File: src/rtl/if_pc_gen.sv
// Fetch-side program counter generator: owns the fetch PC, produces PC+4 and the
// wrong-path flush marker for the IF/ID buffer, and parks redirects across stalls.
module if_pc_gen #(
    parameter logic [31:0] RESET_VECTOR = 32'h0000_0000,
    parameter logic [31:0] EXC_VECTOR   = 32'h8000_0180,
    parameter int          CNT_W        = 16
) (
    input  logic             clk,
    input  logic             rst,
    input  logic             enable,
    input  logic             branch_taken,
    input  logic [31:0]      branch_target,
    input  logic             jump,
    input  logic [31:0]      jump_target,
    input  logic             exc_req,
    output logic [31:0]      pc_fetch,
    output logic [31:0]      out_pc_cal,
    output logic             IF_flush_buf,
    output logic             misalign,
    output logic             pend_valid,
    output logic [CNT_W-1:0] redirect_cnt
);

    localparam logic [0:0] ST_RUN  = 1'b0;
    localparam logic [0:0] ST_PEND = 1'b1;

    localparam logic [1:0] PRIO_JMP = 2'd0;
    localparam logic [1:0] PRIO_BR  = 2'd1;
    localparam logic [1:0] PRIO_EXC = 2'd2;

    localparam logic [CNT_W-1:0] CNT_MAX = {CNT_W{1'b1}};

    function automatic logic [CNT_W-1:0] sat_inc(input logic [CNT_W-1:0] v);
        if (v == CNT_MAX) begin
            return v;
        end else begin
            return v + CNT_W'(1);
        end
    endfunction

    logic [0:0]       r_state;
    logic [31:0]      r_pc;
    logic [1:0]       r_pend_prio;
    logic [31:0]      r_pend_tgt;
    logic [CNT_W-1:0] r_cnt;

    logic        w_live;
    logic [1:0]  w_live_prio;
    logic [31:0] w_live_raw;
    logic [31:0] w_live_tgt;
    logic        w_take_live;
    logic        w_redirect;
    logic        w_park;
    logic [31:0] w_tgt;

    // Live redirect selection: exception beats branch beats jump.
    always_comb begin
        w_live      = 1'b0;
        w_live_prio = PRIO_JMP;
        w_live_raw  = 32'h0000_0000;
        if (exc_req) begin
            w_live      = 1'b1;
            w_live_prio = PRIO_EXC;
            w_live_raw  = EXC_VECTOR;
        end else if (branch_taken) begin
            w_live      = 1'b1;
            w_live_prio = PRIO_BR;
            w_live_raw  = branch_target;
        end else if (jump) begin
            w_live      = 1'b1;
            w_live_prio = PRIO_JMP;
            w_live_raw  = jump_target;
        end else begin
            w_live      = 1'b0;
        end
    end

    assign w_live_tgt = {w_live_raw[31:2], 2'b00};

    // Redirect arbitration between the live request and any parked one.
    always_comb begin
        w_take_live = 1'b0;
        case (r_state)
            ST_RUN:  w_take_live = w_live;
            // A live request only overtakes a parked one on strictly higher priority.
            ST_PEND: w_take_live = w_live && (w_live_prio > r_pend_prio);
            default: w_take_live = w_live;
        endcase
        w_redirect = enable && (w_live || (r_state == ST_PEND));
        w_park     = !enable && w_live &&
                     ((r_state == ST_RUN) || (w_live_prio >= r_pend_prio));
        if (w_take_live) begin
            w_tgt = w_live_tgt;
        end else begin
            w_tgt = r_pend_tgt;
        end
    end

    // PC, parked-redirect and counter state.
    always_ff @(posedge clk) begin
        if (rst) begin
            r_pc        <= RESET_VECTOR;
            r_state     <= ST_RUN;
            r_pend_prio <= PRIO_JMP;
            r_pend_tgt  <= 32'h0000_0000;
            r_cnt       <= {CNT_W{1'b0}};
        end else if (w_redirect) begin
            r_pc        <= w_tgt;
            r_state     <= ST_RUN;
            r_pend_prio <= PRIO_JMP;
            r_pend_tgt  <= 32'h0000_0000;
            r_cnt       <= sat_inc(r_cnt);
        end else if (enable) begin
            r_pc        <= r_pc + 32'd4;
        end else if (w_park) begin
            r_state     <= ST_PEND;
            r_pend_prio <= w_live_prio;
            r_pend_tgt  <= w_live_tgt;
        end else begin
            r_pc        <= r_pc;
        end
    end

    // Flush is only raised when the buffer is also capturing (enable=1).
    assign IF_flush_buf = !rst && w_redirect;
    assign misalign     = !rst && w_live && (w_live_raw[1:0] != 2'b00);
    assign pend_valid   = !rst && (r_state == ST_PEND);
    assign pc_fetch     = r_pc;
    assign out_pc_cal   = r_pc + 32'd4;
    assign redirect_cnt = r_cnt;

endmodule

File: config.mk
export PLATFORM = sky130hd
export DESIGN_NAME = if_pc_gen
export DESIGN_NICKNAME = d
export VERILOG_FILES = /design/src/rtl/if_pc_gen.sv
export SDC_FILE = /design/constraint.sdc
export NUM_CORES = 1
export LEC_CHECK = 0
export BUFFER_PORTS_ARGS = -buffer_cell sky130_fd_sc_hd__buf_2
export CORE_UTILIZATION = 50
export DETAILED_ROUTE_END_ITERATION = 7
export GPL_ROUTABILITY_DRIVEN = 0
export GPL_TIMING_DRIVEN = 0
export PLACE_DENSITY = 0.78
export RECOVER_POWER = 50
export SLEW_MARGIN = 20
export SYNTH_ARGS = -nofsm -noshare
export SYNTH_HDL_FRONTEND = slang
export SYNTH_SLANG_ARGS = --single-unit
File: constraint.sdc
create_clock -name clk -period 3.8 [get_ports clk]
set_input_delay 0.38 -clock clk [delete_from_list [all_inputs] [get_ports clk]]
set_output_delay 0.38 -clock clk [all_outputs]
set_load 0.02 [all_outputs]
* Word level (Yosys, flattened, before mapping)
Cells that the tools add are included.
Word-level totals: bits in registers 81, input bits 70, output and inout bits 83, word-level logic and storage cells 42
Operators by class: $add $sub $neg 2, magnitude comparators 2, eq/ne operators 1, mux-type cells 12, bitwise operators 3, reduce and logical (&&, ||, !) cells 17
Operators by type and width (count):
- 32-bit two-way mux | 6
- 32-bit by 3-bit adder with 32-bit output, second input constant | 1
- 16-bit by 1-bit adder with 16-bit output, second input constant | 1
- 16-bit == test, second input constant | 1
- 1-bit logical AND | 8
- 1-bit two-way mux | 4
- 2-bit AND reduction | 2
- 2-bit nonzero test | 2
- 1-bit NOT | 3
- 2-bit >= comparator | 1
- 2-bit > comparator | 1
- 1-bit zero test | 2
- 1-bit logical OR | 2
- 2-bit two-way mux | 1
- 1-bit one-hot mux with 2 select lines | 1
- 2-bit OR reduction | 1

* Longest topological paths before layout
Gate-level depths: netlist of run 1.
word-level depth 7, depth in mapped cells 12, depth with buffers taken out 8

* Worst setup path after synthesis of run 1
Ideal clock, no wire load.
path type input to register, start point in exc_req, end point reg r_pc[21] (netlist: pc_fetch[21]), library setup time 0.132 ns, arrival 2.691 ns, required time 3.668 ns, setup slack 0.977 ns, stages on the path 11, path buffers 3, path through buf_2 nor2b_1 clkbuf_1 inv_1 ha_1 and3_1 clkbuf_1 a211oi_4 mux2_2 a22oi_1 a21oi_1
Between the ends: word-level cells in the longest chain between the ends 6, elaborated cells between the ends (all ways) 11
Ends and longest elaborated chain:
- start, declared | line 15 | input logic exc_req,
- 2-bit two-way mux | line 61 | if (exc_req) begin
- 2-bit > comparator | line 86 | ST_PEND: w_take_live = w_live && (w_live_prio > r_pend_prio);
- 1-bit logical AND | line 86
- 1-bit one-hot mux with 2 select lines | line 83 | case (r_state)
- 32-bit two-way mux | line 92 | if (w_take_live) begin
- 32-bit two-way mux | line 107 | end else if (w_redirect) begin
- end signal, assigned | line 108 | r_pc <= w_tgt;
- end signal, assigned | line 114 | r_pc <= r_pc + 32'd4;
- end signal, assigned | line 120 | r_pc <= r_pc;
- end, declared | line 42 | logic [31:0] r_pc;
Several ways; a longest one is shown, not always the timed one. A chain may end at the register's enable or synchronous reset.

* Final worst setup path of run 1
Same ends and word-level chain as after synthesis.

==> impl_metrics.tcl, run 1 <==
set metrics [dict create \
    clk_pin_slew_worst_paths_ps 80 \
    tightestPinTransition_ps 1170 \
    hold_depth 5 \
    p_leak_nw 2.30 \
    row_count 35 \
    hpwl_mm 12.3 \
    grt_pass1_vias 4970 \
    fin_crit_ps 3360 \
    clockBufferDepth 2 \
    synth_xor_xnor_area_share 0.0637 \
    first_pass_iters 8 \
    drv_slew 0 \
    dieArea_um2 10300 \
    synth_compound_area_frac 0.255 \
    synth_top_family_by_area "simple AND/OR/NAND/NOR gates" \
    netlist_top_cells_area "dfxtp_1 32%, nand2_1 7.6%, a21oi_1 5.1%" \
    hold_viol 0 \
    htree_levels 3 \
    yosys.area_share.simple 0.269 \
    ys_seq_elements 79 \
    start_kind "primary input" \
    yosysWarningCount 0 \
    root_buffer "clkbuf_8" \
    cts_tree "built" \
    track_usage 0.313 \
    core_area_um2 9420 \
    muxShareOfSynthArea 0.0240 \
    diodes 0 \
    viasPerCell 6.08 \
    stdcell_count 926 \
    route.detailed.drc 0 \
    cp.arrival_ps 3580 \
    initial_core_util 0.526 \
    grt_overflow 0 \
    drt_wl_total_mm 16.3 \
    drv_cap 0 \
    synth_edf_count 0 \
    cts.sinks 79 \
    avgSynthCellArea_um2 7.81 \
    yosysUniqueCellTypes 70 \
    powerDensity_nw_per_um2 344 \
    dp_worst_setup_slack_ps 149 \
    grt_max_degree 13 \
    timing.final.ws_setup_ps 443 \
    r2r_setup_slack_ps 1180 \
    grt_pass1_wl_mm 24.8 \
    syn_to_final_growth_pct 21.0 \
    fmax_ghz 0.298 \
    final.setup.tns_ps 0 \
    ys_seq_area_frac 0.320 \
    cp-end-kind "flip-flop" \
    slew_headroom 0.210 \
    postCtsSetupRepairBufs 0 \
    drt-initial-drc-count 523 \
    port-buffer-count 146 \
    setup-violations-final 0 \
    design.portCount 153 \
    nNetsFinal 868 \
    clk_latency_ps 350 \
    timing.rr.start "r_state" \
    peakVddDrop_mv 0.216 \
    wl_per_cell_um 17.6 \
    antenna_found_initial 0 \
    rsz0062_at_grt "false" \
    die_x_um 101 \
    cts_buffers 9 \
    hp-class "in -> reg" \
    synthArstFlopShare 0 \
    regToRegEndpoint "pc_fetch[8]" \
    synth-adder-area-share 0.0101 \
    syn_inst 634 \
    cp_max_fo 10 \
    timing.final.crit_share 0.883 \
    cp-startpoint "exc_req" \
    hold_start "branch_target[5]" \
    yosysTopAreaCellShare 0.320 \
    critPathKind "in -> reg" \
    dieHeight_um 101 \
    total_power_mw 2.06 \
    finClkSkew_ps 13.1 \
    drive_above_1_share 0.172 \
    status "completed" \
    required_ps 4020 \
    yosys.area.top_type "dfxtp_1" \
    ctsResizeCount 0 \
    vias 5629 \
    synth_flop_cell "dfxtp_1" \
    hold-path-endpoint "r_pend_tgt[5]" \
    place_inst 912 \
    ant_nets 0 \
    cts_hold_buf 0 \
    rr_worst_depth 6 \
    synth_area_um2 4950 \
]
## kinds of logic after synthesis
logic type	Yosys count
compound gates	179
xor+xnor	36
fa+ha+maj	4
buf+inv	63
flops	79
mux	11
other cells	1
simple gates	261
## through the flow
step | utilization | area, um2 | hold slack [ps]
global route | 0.636 | 5990 | 457
finish | 0.636 | 5990 | 421
CTS | 0.646 | 6090 | 418
global placement | 0.622 | 5850 | 438
floorplan | - | 4960 | 431
detailed placement | 0.622 | 5850 | 445
## layout by cell type, fill, tap and decap left out, types with 11 or more instances in the layout
cell type	Yosys	layout
a21oi_1	50	50
a22oi_1	12	12
a31oi_1	14	14
a32o_1	15	15
and3_1	13	13
buf_2	14	99
clkbuf_1	30	93
dfxtp_1	79	79
nand2_1	100	100
nand3_1	21	21
nand4_1	13	13
nor2_1	42	42
nor3_1	10	11
o21ai_0	25	25
or3_1	13	13
xnor2_1	21	21
xor2_1	15	15
## cells in the mapped netlist (3+ instances only)
cell type	number
nand2_1	100
dfxtp_1	79
a21oi_1	50
nor2_1	42
clkbuf_1	30
o21ai_0	25
nand3_1	21
xnor2_1	21
a32o_1	15
xor2_1	15
a31oi_1	14
buf_2	14
and3_1	13
nand4_1	13
or3_1	13
a22oi_1	12
inv_1	10
nor3_1	10
o221ai_1	10
a21o_1	7
and4_1	7
mux2_2	7
nand3b_1	7
nor4_1	6
a211oi_1	4
a221o_1	4
buf_4	4
ha_1	4
mux2i_1	4
nand2b_1	4
nor2b_1	4
a211o_1	3
a221oi_1	3
a22o_1	3
and2_1	3
nor4b_1	3
o211ai_1	3
o2bb2ai_1	3
## metal layers
metal | part of all wire | GRT usage
met1 | 0.41 | 0.417
met2 | 0.45 | 0.497
met3 | 0.10 | 0.0594
met4 | 0.030 | 0.133
met5 | 0 | 0
## flip-flops by register name (all words and copies together) (netlist names)
name and flops:
r_pend_tgt 30, r_state 1, r_pend_prio 2, redirect_cnt 16, pc_fetch 30
## power by group
group / switching (mW) / internal (mW)
Sequential: 0.0362 / 0.857
Combinational: 0.273 / 0.140
Clock: 0.310 / 0.447
Total: 0.619 / 1.44
## worst max-delay path by stage
stage / end / slack [ps] / cells past startpoint
after CTS: pc_fetch[21] / 520 / 12
final: pc_fetch[21] / 440 / 12
after global placement: pc_fetch[21] / 210 / 12
after detailed placement: pc_fetch[21] / 150 / 12
after floorplan: pc_fetch[21] / 980 / 11
after global routing: pc_fetch[21] / 310 / 12
## worst max-delay path, stage by stage
cell and delay (ps):
buf_2 130, buf_2 180, nor2b_1 340, clkbuf_1 530, inv_1 100, ha_1 300, and3_1 160, clkbuf_1 170
a211oi_4 550, mux2_2 410, a22oi_1 200, a21oi_1 100
## final cells by class
type                       count  area [um2]
fill                         908        3430
multi-input combinational    495        3080
sequential                    79        1580
timing repair buffer         146         656
buffer                        52         234
tap                          129         161
clock buffer                  10         138
clock inverter                 4        95.1
inverter                      11        41.3
No activity file was read; power rests on OpenSTA's default activity.
==> run 2, diff against run 1 <==
Settings changed: CORE_UTILIZATION 50 to 35, PLACE_DENSITY 0.78 to not set.
Clock period 3.8 ns to 4.2 ns, I/O delays scaled along.
==> run 2 against run 1 <==
Non-clock buffer count did not move; first-iteration DRC count decreased by 0.57%; sequential share of layout area down 0.69 points; sequential cell count unchanged; total power hardly changed; clock skew down 4.8 ps; die area up 42%; critical endpoint is now pc_fetch[22]; largest cell class unchanged; largest power group is now the clock network.
==> impl_metrics.tcl, run 2 (synthesized netlist as in run 1, its figures left out) <==
set metrics [dict create \
    status "completed" \
    cp.buffers_inverters 5 \
    fmax_ghz 0.275 \
    wl_per_cell_um 18.2 \
    diodes 0 \
    cts_hold_buf 0 \
    hold_viol 0 \
    core_area_um2 13800 \
    htree_levels 3 \
    hp-class "reg -> reg" \
    antenna_found_initial 0 \
    fin_crit_ps 3640 \
    multi_input_area_um2 3080 \
    r2r_setup_slack_ps 1660 \
    grt_overflow 0 \
    die_x_um 121 \
    use_met3 0.0461 \
    cp-endpoint "pc_fetch[22]" \
    syn_to_final_growth_pct 24.3 \
    dieHeight_um 121 \
    tightestPinTransition_ps 1030 \
    ctsResizeCount 0 \
    timing.final.ws_setup_ps 559 \
    cp.arrival_ps 3840 \
    grt_pass1_vias 5106 \
    start_kind "primary input" \
    root_buffer "clkbuf_16" \
    drive_above_1_share 0.170 \
    peakVddDrop_mv 0.191 \
    rsz0062_at_grt "false" \
    swShare 0.294 \
    finClkSkew_ps 8.28 \
    critPathKind "in -> reg" \
    most-common-layout-cells "100 x nand2_1, 97 x buf_2, 96 x clkbuf_1, 79 x dfxtp_1, 50 x a21oi_1" \
    cp-end-kind "flip-flop" \
    drt_wl_total_mm 17.8 \
    timing.final.crit_share 0.867 \
    powerDensity_nw_per_um2 336 \
    whs_ps 456 \
    required_ps 4400 \
    slew_headroom 0.306 \
    p_clk_frac 0.424 \
    grt_pass1_wl_mm 27.3 \
    cp-startpoint "exc_req" \
    slowest_delay_ps 580 \
    nNetsFinal 868 \
    timing.rr.start "pc_fetch[2]" \
    dp_worst_setup_slack_ps 421 \
    viasPerCell 5.70 \
    drt-initial-drc-count 520 \
    clockBufferDepth 2 \
    seq_power_share 0.392 \
    cpMostUsedCell "clkbuf_1" \
    route.detailed.drc 0 \
    grt_busiest_layer "met2" \
    grtUsageMet1 0.314 \
    cp_slowest_cell "clkbuf_1" \
    clk_pin_slew_worst_paths_ps 60 \
    grt_max_degree 13 \
    postCtsSetupRepairBufs 0 \
    crit_family "buffers and inverters" \
    ant_nets 0 \
    cts.sinks 79 \
    power_frac_comb 0.184 \
    vias 5585 \
    hpwl_mm 13.6 \
    cts_buffers 9 \
    track_usage 0.242 \
    port-buffer-count 146 \
    fillers 1470 \
    cts_tree "built" \
    initial_core_util 0.358 \
    final.setup.tns_ps 0 \
    drv_cap 0 \
    p_leak_nw 2.34 \
    first_pass_iters 5 \
    setup-violations-final 0 \
    row_count 43 \
    dieArea_um2 14600 \
    p_int_mw 1.46 \
    rr_worst_depth 7 \
    layout_commonest_cell "nand2_1" \
    use_met2 0.395 \
    cp.depth 12 \
    drv_slew 0 \
    regToRegEndpoint "pc_fetch[30]" \
    cp_max_fo 10 \
    switchingPower_mw 0.607 \
    utilization 0.445 \
    crit_chain "clkbuf_1 > clkbuf_1 > nor2b_1 > clkbuf_1 > inv_1 > ha_1 > and3_1 > clkbuf_1 > a211oi_4 > mux2_2 > a22oi_1 > a21oi_1" \
    regArea_um2 1580 \
    clk_latency_ps 340 \
    design.portCount 153 \
]
[run 2: changes by cell type in the layout (fill, tap and decap cells not counted)]
cell	delta
clkbuf_16	+9
clkbuf_8	-8
clkbuf_1	+3
buf_2	-2
buf_6	+1
bufinv_16	-1
[run 2: power groups by stage]
stage                     combinational (mW)  clock [mW]  sequential, mW
after floorplan                        0.216           0           0.842
after global placement                 0.377           0           0.823
after detailed placement               0.383           0           0.825
after CTS                              0.384       0.884           0.808
after global routing                   0.408       0.912           0.814
final                                  0.379       0.876           0.810
[run 2: worst min path at each step]
stage / cells after the start / from / end
global placement: 2 / r_pend_tgt[2] / r_pend_tgt[2]
floorplan: 2 / r_pend_tgt[2] / r_pend_tgt[2]
global route: 2 / r_pend_tgt[24] / r_pend_tgt[24]
CTS: 2 / r_pend_tgt[30] / r_pend_tgt[30]
finish: 2 / r_pend_tgt[21] / r_pend_tgt[21]
detailed placement: 2 / r_pend_tgt[30] / r_pend_tgt[30]
[run 2: tightest hold or removal path, stage by stage, from the launching register on]
cell and delay, ps:
dfxtp_1 310, nand2_1 50, a21oi_1 50
[run 2: area by class of cell]
type | count | area share
repair buffers | 146 | 0.106
multi-input cells | 495 | 0.501
well taps | 180 | 0.0366
clock buffers | 13 | 0.0423
flip-flops and latches | 79 | 0.257
clock inverters | 3 | 0.0106
inverters | 11 | 0.00671
plain buffers | 52 | 0.0391
[run 2: layer usage]
metal  part of all wire  vias up
met5                  0        -
met4              0.028        0
met2               0.46      239
met3              0.072       41
met1               0.44     2647
li1                   -     2658
[run 2: metrics by stage]
step | cell area [um2] | power (mW) | cells
global route | 6150 | 2.13 | 979
detailed placement | 5920 | 1.21 | 963
CTS | 6240 | 2.08 | 979
global placement | 5920 | 1.20 | 963
floorplan | 4960 | 1.06 | 637
finish | 6150 | 2.06 | 979
==> run 3, diff against run 2 <==
==> constraint.sdc (replaced) <==
create_clock -name clk -period 4.2 [get_ports clk]
set_input_delay 1.26 -clock clk [delete_from_list [all_inputs] [get_ports clk]]
set_output_delay 1.26 -clock clk [all_outputs]
set_load 0.02 [all_outputs]
==> run 3 against run 2 <==
Worst setup slack got worse by 460 ps; first-iteration DRC count is 14% lower; critical endpoint is now IF_flush_buf; via count is 0.43% lower; largest cell class unchanged.
==> impl_metrics.tcl, run 3 (synthesized netlist as in run 1, its figures left out) <==
set metrics [dict create \
    setup-violations-final 0 \
    slew_headroom 0.303 \
    layout_commonest_cell "nand2_1" \
    peakVddDrop_mv 0.205 \
    port-buffer-count 146 \
    track_usage 0.243 \
    diodes 0 \
    slowest_delay_ps 540 \
    core_area_um2 13800 \
    cp_slowest_cell "o41a_1" \
    finClkSkew_ps 9.60 \
    grt_overflow 0 \
    antenna_found_initial 0 \
    ant_nets 0 \
    viasPerCell 5.67 \
    drt-initial-drc-count 446 \
    syn_to_final_growth_pct 25.0 \
    drt_wl_total_mm 17.7 \
    initial_core_util 0.358 \
    cp-end-kind "output port" \
    cp_max_fo 10 \
    regArea_um2 1580 \
    cts_buffers 9 \
    rsz0062_at_grt "false" \
    cp.arrival_ps 2840 \
    root_buffer "clkbuf_16" \
    clk_latency_ps 340 \
    required_ps 2940 \
    critPathKind "in -> out" \
    most-common-layout-cells "100 x nand2_1, 97 x buf_2, 90 x clkbuf_1, 79 x dfxtp_1, 50 x a21oi_1" \
    grt_max_degree 13 \
    whs_ps 455 \
    htree_levels 3 \
    total_power_mw 2.06 \
    powerDensity_nw_per_um2 332 \
    multi_input_area_um2 3090 \
    timing.final.ws_setup_ps 103 \
    vias 5561 \
    clockBufferDepth 2 \
    cts_tree "built" \
    cts.sinks 79 \
    dieHeight_um 121 \
    dieArea_um2 14600 \
    first_pass_iters 6 \
    row_count 43 \
    fin_crit_ps 4100 \
    tightestPinTransition_ps 1030 \
    placed_area_um2 5920 \
    route.detailed.drc 0 \
    drive_above_1_share 0.182 \
    die_x_um 121 \
    hpwl_mm 13.4 \
    drv_cap 0 \
    p_leak_nw 2.36 \
    design_area_um2 6190 \
    final.setup.tns_ps 0 \
    design.portCount 153 \
    hp-class "reg -> reg" \
    drv_slew 0 \
    timing.final.crit_share 0.976 \
    fillers 1453 \
    clk_pin_slew_worst_paths_ps 60 \
    dp_worst_setup_slack_ps -429 \
    hold_start "r_pend_tgt[2]" \
    crit_chain "buf_2 > buf_2 > o41a_1 > clkbuf_2 > nand2_1 > inv_1 > buf_2" \
    cpMostUsedCell "buf_2" \
    status "completed" \
    nNetsFinal 870 \
    timing.rr.start "pc_fetch[2]" \
    fmax_ghz 0.244 \
    hold_viol 0 \
    wl_per_cell_um 18.0 \
    cp-startpoint "exc_req" \
    start_kind "primary input" \
    grt_pass1_wl_mm 27.6 \
    grt_pass1_vias 5164 \
]
[run 3: repair_timing]
action / CTS / global route
pin swaps: 0 / 1
setup buffers: 0 / 2
resized for setup: 5 / 3
hold buffers: 0 / 0
cloned: 0 / 0
setup endpoints to repair: 8 / 9
[run 3: power breakdown]
group | switching, mW | internal (mW) | leakage, nW
logic | 0.253 | 0.131 | 1.56
registers | 0.0327 | 0.777 | 0.642
clock network | 0.311 | 0.553 | 0.160
[run 3: area by class of cell]
type,instances,share of cell area
Buffer,52,0.0402
Clock buffer,13,0.0421
Timing Repair Buffer,148,0.108
Sequential cell,79,0.256
Clock inverter,3,0.0105
Tap cell,180,0.0364
Multi-Input combinational cell,495,0.500
Inverter,11,0.00728
[run 3: path summary, 6_finish.rpt]
| path | slack (ps) | depth (start not counted) | to |
|---|---|---|---|
| worst max-delay path | 100 | 7 | IF_flush_buf |
| worst min register to register | 450 | 2 | r_pend_tgt[2] |
| worst min-delay path | 450 | 2 | r_pend_tgt[2] |
| worst max register to register | 1670 | 7 | pc_fetch[30] |
[run 3: critical path: cells and delay by family]
kind | cells | cell delay [ps]
buffers and inverters | 5 | 820
AO/OA/AOI/OAI | 1 | 540
AND/OR/NAND/NOR | 1 | 200
[run 3: metal layers]
layer / part of all wire / GRT usage / vias up / routed length, um
met5: 0 / 0 / - / 0
met2: 0.46 / 0.401 / 236 / 8140
li1: - / - / 2656 / -
met4: 0.020 / 0.0664 / 0 / 360
met1: 0.44 / 0.320 / 2644 / 7820
met3: 0.076 / 0.0470 / 25 / 1350
[run 3: through the flow]
step / utilization / cells
2_1_floorplan: - / 637
3_3_place_gp: 0.428 / 963
3_5_place_dp: 0.428 / 963
4_1_cts: 0.452 / 979
5_1_grt: 0.447 / 981
6_report: 0.447 / 981
